===== src/rtl/mem_bus_arbiter.sv =====
// Two-requester (fetch/data) arbiter onto a single memory request port.
// Optional MEM_ARB_ROUND_ROBIN_EN selects round-robin instead of fixed data priority.
module mem_bus_arbiter #(
  parameter int AW = 64,
  parameter int DW = 64
) (
  input  logic          clk,
  input  logic          rst,
  input  logic          ireq_valid,
  input  logic [AW-1:0] ireq_addr,
  output logic          iresp_addr_ok,
  output logic          iresp_data_ok,
  output logic [31:0]   iresp_data,
  input  logic          dreq_valid,
  input  logic [AW-1:0] dreq_addr,
  input  logic [2:0]    dreq_size,
  input  logic [7:0]    dreq_strobe,
  input  logic [DW-1:0] dreq_data,
  output logic          dresp_addr_ok,
  output logic          dresp_data_ok,
  output logic [DW-1:0] dresp_data,
  output logic          mreq_valid,
  output logic          mreq_is_write,
  output logic [AW-1:0] mreq_addr,
  output logic [2:0]    mreq_size,
  output logic [7:0]    mreq_strobe,
  output logic [DW-1:0] mreq_data,
  input  logic          mresp_addr_ok,
  input  logic          mresp_data_ok,
  input  logic [DW-1:0] mresp_data,
  output logic [1:0]    grant
);

  typedef enum logic [1:0] {IDLE = 2'd0, BUSY_I = 2'd1, BUSY_D = 2'd2} state_t;

  state_t        state_r, state_s;
  logic          last_grant_r;   // 1'b0 = fetch, 1'b1 = data
  logic          pick_d_s;
  logic          take_i_s, take_d_s;
  logic [AW-1:0] addr_r;
  logic [2:0]    size_r;
  logic [7:0]    strobe_r;
  logic          is_write_r;
  logic [DW-1:0] data_r;

  // Winner selection when the data requester competes
  always_comb begin
    pick_d_s = 1'b0;
`ifdef MEM_ARB_ROUND_ROBIN_EN
    if (ireq_valid && dreq_valid) begin
      pick_d_s = (last_grant_r == 1'b0);
    end else begin
      pick_d_s = dreq_valid;
    end
`else
    pick_d_s = dreq_valid;
`endif
  end

  // Next-state and grant-edge capture strobes
  always_comb begin
    state_s  = state_r;
    take_i_s = 1'b0;
    take_d_s = 1'b0;
    case (state_r)
      IDLE: begin
        if (pick_d_s) begin
          state_s  = BUSY_D;
          take_d_s = 1'b1;
        end else if (ireq_valid) begin
          state_s  = BUSY_I;
          take_i_s = 1'b1;
        end else begin
          state_s  = IDLE;
        end
      end
      BUSY_I, BUSY_D: begin
        if (mresp_data_ok) begin
          state_s = IDLE;
        end else begin
          state_s = state_r;
        end
      end
      default: state_s = IDLE;
    endcase
  end

  // State and last-grant registers
  always_ff @(posedge clk or posedge rst) begin
    if (rst) begin
      state_r      <= IDLE;
      last_grant_r <= 1'b0;
    end else begin
      state_r <= state_s;
      if (take_d_s) begin
        last_grant_r <= 1'b1;
      end else if (take_i_s) begin
        last_grant_r <= 1'b0;
      end else begin
        last_grant_r <= last_grant_r;
      end
    end
  end

  // Request capture; held stable for the whole transaction
  always_ff @(posedge clk or posedge rst) begin
    if (rst) begin
      addr_r     <= {AW{1'b0}};
      size_r     <= 3'd0;
      strobe_r   <= 8'd0;
      is_write_r <= 1'b0;
      data_r     <= {DW{1'b0}};
    end else if (take_d_s) begin
      addr_r     <= dreq_addr;
      size_r     <= dreq_size;
      strobe_r   <= dreq_strobe;
      is_write_r <= |dreq_strobe;
      data_r     <= dreq_data;
    end else if (take_i_s) begin
      addr_r     <= ireq_addr;
      size_r     <= 3'd2;
      strobe_r   <= 8'd0;
      is_write_r <= 1'b0;
      data_r     <= {DW{1'b0}};
    end else begin
      addr_r     <= addr_r;
      size_r     <= size_r;
      strobe_r   <= strobe_r;
      is_write_r <= is_write_r;
      data_r     <= data_r;
    end
  end

  assign mreq_valid    = (state_r != IDLE);
  assign mreq_is_write = is_write_r;
  assign mreq_addr     = addr_r;
  assign mreq_size     = size_r;
  assign mreq_strobe   = strobe_r;
  assign mreq_data     = data_r;
  assign grant         = {state_r == BUSY_D, state_r == BUSY_I};

  // Handshakes reach only the current owner
  assign iresp_addr_ok = (state_r == BUSY_I) & mresp_addr_ok;
  assign iresp_data_ok = (state_r == BUSY_I) & mresp_data_ok;
  assign dresp_addr_ok = (state_r == BUSY_D) & mresp_addr_ok;
  assign dresp_data_ok = (state_r == BUSY_D) & mresp_data_ok;
  assign iresp_data    = addr_r[2] ? mresp_data[63:32] : mresp_data[31:0];
  assign dresp_data    = mresp_data;

endmodule


===== config.mk =====
export PLATFORM = sky130hd
export DESIGN_NAME = mem_bus_arbiter
export DESIGN_NICKNAME = d
export VERILOG_FILES = /design/src/rtl/mem_bus_arbiter.sv
export SDC_FILE = /design/constraint.sdc
export NUM_CORES = 1
export LEC_CHECK = 0
export CAP_MARGIN = 20
export CORE_AREA = 3 3 198 200
export DETAILED_ROUTE_END_ITERATION = 6
export DIE_AREA = 0 0 201 203
export GPL_TIMING_DRIVEN = 0
export SYNTH_ARGS = -nofsm -noshare
export SYNTH_HDL_FRONTEND = slang
export SYNTH_SLANG_ARGS = --single-unit

===== constraint.sdc =====
create_clock -name clk -period 5.51 [get_ports clk]
set_input_delay 0.551 -clock clk [delete_from_list [all_inputs] [get_ports clk]]
set_output_delay 0.551 -clock clk [all_outputs]
set_load 0.02 [all_outputs]

==> results of run 1 <==
==> Yosys cell counts, drive strengths merged <==
master and n:
dfrtp 142, buf 98, a22o 74, nand2 68, o21ai 66, mux2i 63, mux2 32, clkbuf 7
and2 5, inv 5, a21oi 3, ha 3, nor4 2, a21o 1, and3b 1, nor2 1
nor2b 1, o31ai 1
==> cell type report <==
class,instances,area (um2)
plain buffers,105,746
clock buffers,19,443
inverters,5,23.8
clock inverters,13,139
multi-input cells,321,2360
well taps,511,639
diodes,4,10.0
repair buffers,516,5180
flip-flops and latches,142,3550
fillers,3860,24500
==> cell usage in the layout, fill, tap and decap left out <==
| cell | netlist | final |
|---|---|---|
| o21ai_0 | 44 | 44 |
| clkdlybuf4s50_1 | 0 | 515 |
| clkbuf_16 | 0 | 17 |
| buf_6 | 9 | 9 |
| nor2_1 | 1 | 1 |
| a22o_1 | 74 | 74 |
| o21ai_1 | 21 | 21 |
| a21oi_1 | 3 | 3 |
| mux2i_1 | 63 | 63 |
| clkinvlp_4 | 0 | 2 |
| diode_2 | 0 | 4 |
| clkinv_2 | 0 | 4 |
| inv_6 | 0 | 3 |
| bufinv_16 | 0 | 2 |
| clkbuf_8 | 0 | 1 |
| dfrtp_1 | 142 | 142 |
| inv_1 | 5 | 4 |
| nand2_1 | 68 | 68 |
| buf_4 | 69 | 69 |
| ha_1 | 3 | 3 |
| nor4_1 | 2 | 2 |
| o21ai_2 | 1 | 1 |
| a21o_1 | 1 | 1 |
| clkinv_4 | 0 | 3 |
| buf_2 | 20 | 20 |
| nor2b_1 | 1 | 1 |
| o31ai_1 | 1 | 1 |
| and3b_1 | 1 | 1 |
| clkbuf_1 | 7 | 8 |
| mux2_2 | 32 | 32 |
| buf_16 | 0 | 1 |
| and2_1 | 5 | 5 |
==> flip-flops by register name, indices dropped and copies added (netlist names) <==
name           count
mreq_addr         64
mreq_data         64
mreq_is_write      1
mreq_size          3
mreq_strobe        8
state_r            2
==> path summary, 6_finish.rpt <==
path,startpoint,end
min,mreq_addr[36]$_DFFE_PP0P_,mreq_addr[36]$_DFFE_PP0P_
max in group asynchronous,rst,mreq_addr[5]$_DFFE_PP0P_
max,mreq_addr[2]$_DFFE_PP0P_,iresp_data[30]
min reg2reg,mreq_addr[36]$_DFFE_PP0P_,mreq_addr[36]$_DFFE_PP0P_
min in group asynchronous,rst,mreq_addr[59]$_DFFE_PP0P_
max reg2reg,state_r[0]$_DFFE_PP0P_,mreq_addr[7]$_DFFE_PP0P_
==> worst max-delay path, stage by stage (launching register included) <==
cell and delay, ns:
dfrtp_1 0.34, clkbuf_1 0.27, buf_2 0.31, mux2_2 0.40, clkdlybuf4s50_1 0.56
==> power by group through the flow <==
| stage | sequential (mW) | combinational (mW) | clock [mW] |
|---|---|---|---|
| after floorplan | 2.48 | 1.32 | 0 |
| after global placement | 1.85 | 3.94 | 0 |
| after detailed placement | 1.86 | 3.97 | 0 |
| after CTS | 1.86 | 3.98 | 1.20 |
| after global routing | 1.93 | 4.15 | 1.23 |
| final | 1.86 | 3.90 | 1.16 |
==> stage by stage <==
stage	util, %	instances	total power, mW	worst slack (ns)
after floorplan	-	573	3.79	1.15
after global routing	34.8	1636	7.31	2.54
final	34.8	1636	6.92	2.64
after CTS	34.8	1632	7.04	2.57
after global placement	33.2	1599	5.79	-1.16
after detailed placement	33.3	1600	5.83	2.94
==> layer usage <==
metal  wire length (um)  global-route usage [%]
met4                848                    5.87
met1              12400                    17.2
met2              17000                    27.6
met3               2370                    4.46
met5                  0                       0
==> logic make-up (layout without fill, tap and decap cells) <==
logic type / count (synthesis) / after routing / synth area share (%)
compound gates: 145 / 145 / 15.2
fa+ha+maj: 3 / 3 / 0.562
buf+inv: 110 / 658 / 11.5
flops: 142 / 142 / 53.2
mux: 95 / 95 / 14.8
other cells: 0 / 4 / 0
simple gates: 78 / 78 / 4.76
==> flow_summary.toml, run 1 <==
[outcome]
status = "finished clean"

[power]
power_switching_mw = 2.82
p_leak_nw = 5.73
p_clk_share_pct = 16.7
internal_power_mw = 4.11
p_sw_share_pct = 40.7
cellPowerDensity_nw_per_um2 = 529
p_seq_share_pct = 26.9
ir_worst_vdd_mv = 0.275
combPwrFrac_pct = 56.4

[job]
drv_cap = 0

[clocking]
path_clk_slew_ns = 0.06
cts-root-buf = "clkbuf_16"
insertion_delay_ns = 0.43
cts_resized = 0
post_cts_buffers = 0
numCtsBuffers = 17
cts.sinks = 142
clockBufferDepth = 2
cts_tree = "yes"
cts_hold_buf = 0
h-tree-depth = 4

[critical_path]
reg2reg_depth = 7
path_max_fanout = 10
crit_type = "register to primary output"
worst_ep_arrival_time_ns = 2.32
reg2reg_setup_slack_ns = 3.53
critPathLaunchType = "register"
required_ns = 4.96
crit_path_end_kind = "primary output"

[timing]
rsz0062_at_grt = "false"
layout_min_cycle_time_ns = 2.87
finalHoldViolCount = 0
report.final.slew_viol_count = 0
max_freq_ghz = 0.349
relSlewSlack_pct = 59.9
worstMarginPinSlew_ns = 0.601
setup_viol = 0
skew_ns = 0.00658
post-route-period-util_pct = 52.0
hold_ws_ns = 0.482
finalSetupTns_ns = 0

[finish]
layout-drive-gt1-share_pct = 14.6
finalNetCount = 1384
area.growth.synth_to_final_pct = 96.1
fin_area_um2 = 13100

[route]
first_pass_iters = 5
wl_per_cell_um = 19.9
viasPerCell = 4.01
postRouteAntennaNets = 0
drtIter0Drc = 253
drc = 0
vias = 6563
finalWirelength_um = 32600

[synthesis]
yosysSeqAreaShare_pct = 53.2
syn_inst = 573
ys_warn_count = 0
synth_top_cell_area_share_pct = 53.2
ys_seq_elements = 142
synth.largest_area_cell = "dfrtp_1"
ys_types = 22
syn_area_um2 = 6680
synthTopCellsByArea = "dfrtp_1 (53%), a22o_1 (9.7%), mux2i_1 (9.4%)"
syn_area_per_cell_um2 = 11.7
synth.net_count = 849

[global_route]
gr-total-overflow = 0
grt_max_degree = 82
grt_pass1_vias = 7001
grt_usage_pct = 15.4
grt_antenna_before_repair = 5
grt_pass1_wl_um = 46600

[floorplan]
die_w_um = 201
die-area_um2 = 40800
num_rows = 71
start_util_pct = 17.8
die_h_um = 203
io_pins = 516
coreArea_um2 = 37600

[place]
port_buffers = 515
hpwl_um = 26600
gp_congestion = 0.967
placed_area_um2 = 12500

[hold_path]
hold_path.class = "register to register"
min_path_cells = 2
Power figures use the tool's default switching activity.
==> run 2, diff against run 1 <==
CORE_AREA = 3 3 202 204   (was 3 3 198 200)
DIE_AREA = 0 0 205 207   (was 0 0 201 203)
clock period = 2.35 ns   (was 5.51 ns; I/O delays follow)
==> flow_summary.toml, run 2 (synthesized netlist as in run 1, its figures left out) <==
[outcome]
status = "finished clean"

[global_route]
grt_max_degree = 42
grt_usage_pct = 15.1
grt_pass1_vias = 6978
grt_antenna_before_repair = 10
gr-total-overflow = 0
grt_pass1_wl_um = 47100

[clocking]
clockBufferDepth = 2
path_clk_slew_ns = 0.06
insertion_delay_ns = 0.43
h-tree-depth = 4
cts-root-buf = "clkbuf_16"
cts.sinks = 142
cts_tree = "yes"
post_cts_buffers = 0
numCtsBuffers = 17

[route]
postRouteAntennaNets = 0
drtIter0Drc = 271
met3_length_um = 2530
first_pass_iters = 7
top_layer_used = "met4"
wl_met1_um = 12100
drc = 0
finalWirelength_um = 32900
viasPerCell = 3.97
wl_met2_um = 17500
vias = 6565
wl_per_cell_um = 19.9

[timing]
rsz0062_at_grt = "false"
worstMarginPinSlew_ns = 0.500
max_freq_ghz = 0.440
setup_viol = 0
finalSetupTns_ns = 0
skew_ns = 0.00598
layout_min_cycle_time_ns = 2.27
post-route-period-util_pct = 96.7
relSlewSlack_pct = 66.6
finalHoldViolCount = 0
report.final.slew_viol_count = 0

[power]
p_seq_share_pct = 26.7
combPwrFrac_pct = 55.4
p_sw_share_pct = 40.1
power_switching_mw = 6.59
finalPower_mw = 16.5
ir_worst_vdd_mv = 0.496
internal_power_mw = 9.87
p_leak_nw = 5.79
cellPowerDensity_nw_per_um2 = 1240
p_clk_share_pct = 18.0

[critical_path]
cp_slowest_cell = "clkdlybuf4s50_1"
reg2reg_from = "state_r[0]$_DFFE_PP0P_"
rr_endpoint = "mreq_addr[6]$_DFFE_PP0P_"
worst-path-stages = 3
crit_type = "register to primary output"
path_max_fanout = 10
crit_buf_inv = 2
critPathLaunchType = "register"
crit_start = "mreq_addr[2]$_DFFE_PP0P_"
crit_path_end_kind = "primary output"
cp-endpoint = "iresp_data[30]"
critPathTopFamily = "buffers and inverters"
crit_chain = "buf_4 -> mux2_2 -> clkdlybuf4s50_1"
reg2reg_depth = 7
required_ns = 2.12
worst_ep_arrival_time_ns = 2.04
reg2reg_setup_slack_ns = 0.36
cp_slowest_stage_delay_ns = 0.56

[floorplan]
io_pins = 516
die_w_um = 205
start_util_pct = 16.9
coreArea_um2 = 39500
die-area_um2 = 42400
die_h_um = 207
num_rows = 73

[place]
gp_congestion = 0.851
place_inst = 1617
hpwl_um = 27100
port_buffers = 515

[finish]
finalNetCount = 1386
final_common_cell = "clkdlybuf4s50_1"
area.growth.synth_to_final_pct = 98.2
final_cells = 1653
layout-drive-gt1-share_pct = 15.0
num-fill-cells = 4064
final_util_pct = 33.5
layout_common_cells = "clkdlybuf4s50_1 (514), dfrtp_1 (141), a22o_1 (74)"

[hold_path]
hold_path.class = "input pin to asynchronous set/reset pin"

[job]
drv_cap = 0
[run 2: worst register-to-register path: cells and delay by family, from the launching register on]
kind                       cells  cell delay, ns
and+or+nand+nor                1            0.18
AOI/OAI and AO/OA              1            0.11
muxes                          1            0.31
DFF                            1            0.37
buffers and inverters          3            0.62
adders and majority gates      1            0.26
[run 2: routing by layer]
layer	GRT usage, %	vias to the layer above
met5	0	-
met4	6.41	0
met3	4.20	33
met2	27.0	298
met1	16.5	3187
li1	-	3047
[run 2: worst min-delay path by stage]
stage,slack (ns),to,start
2_1_floorplan,0.33,state_r[0]$_DFFE_PP0P_,dreq_valid
3_3_place_gp,0.46,mreq_addr[53]$_DFFE_PP0P_,mreq_addr[53]$_DFFE_PP0P_
3_5_place_dp,0.47,mreq_is_write$_DFFE_PP0P_,mreq_is_write$_DFFE_PP0P_
4_1_cts,0.17,mreq_data[29]$_DFFE_PP0P_,rst
5_1_grt,0.19,mreq_data[29]$_DFFE_PP0P_,rst
6_report,0.18,mreq_data[29]$_DFFE_PP0P_,rst
[run 2: final cells by class]
type	instances	area, um2	share of cell area (%)
diodes	5	12.5	0.0946
clock inverters	13	188	1.42
clock buffers	19	443	3.35
repair buffers	519	5250	39.6
plain buffers	104	749	5.66
flip-flops and latches	142	3550	26.9
well taps	525	657	4.97
multi-input cells	321	2360	17.8
inverters	5	22.5	0.170
[run 2: what timing repair did]
| action | 4_1_cts | 5_1_grt |
|---|---|---|
| endpoints found under the setup margin | 29 | 1 |
| hold buffers | 0 | 0 |
| gates resized for setup | 4 | 1 |
[run 2: through the flow]
stage,hold WS [ns],instance area (um2),setup WS [ns]
2_1_floorplan,0.331,6680,0.338
3_3_place_gp,0.464,12500,-1.09
5_1_grt,0.195,13200,0.000989
4_1_cts,0.167,13200,0.0170
6_report,0.183,13200,0.0775
3_5_place_dp,0.465,12600,0.203
[run 2: power by group through the flow]
| stage | Sequential (mW) | Combinational, mW | Clock, mW |
|---|---|---|---|
| after floorplan | 5.81 | 3.09 | 0 |
| after global placement | 4.35 | 9.20 | 0 |
| after detailed placement | 4.37 | 9.28 | 0 |
| after CTS | 4.39 | 9.28 | 3.08 |
| after global routing | 4.54 | 9.69 | 3.20 |
| final | 4.39 | 9.12 | 2.96 |
==> run 3, diff against run 2 <==
ABC_CLOCK_PERIOD_IN_PS = 2350   (was not set)
==> results of run 3 <==
The final DEF is identical to that of run 2; final timing and power are the same.
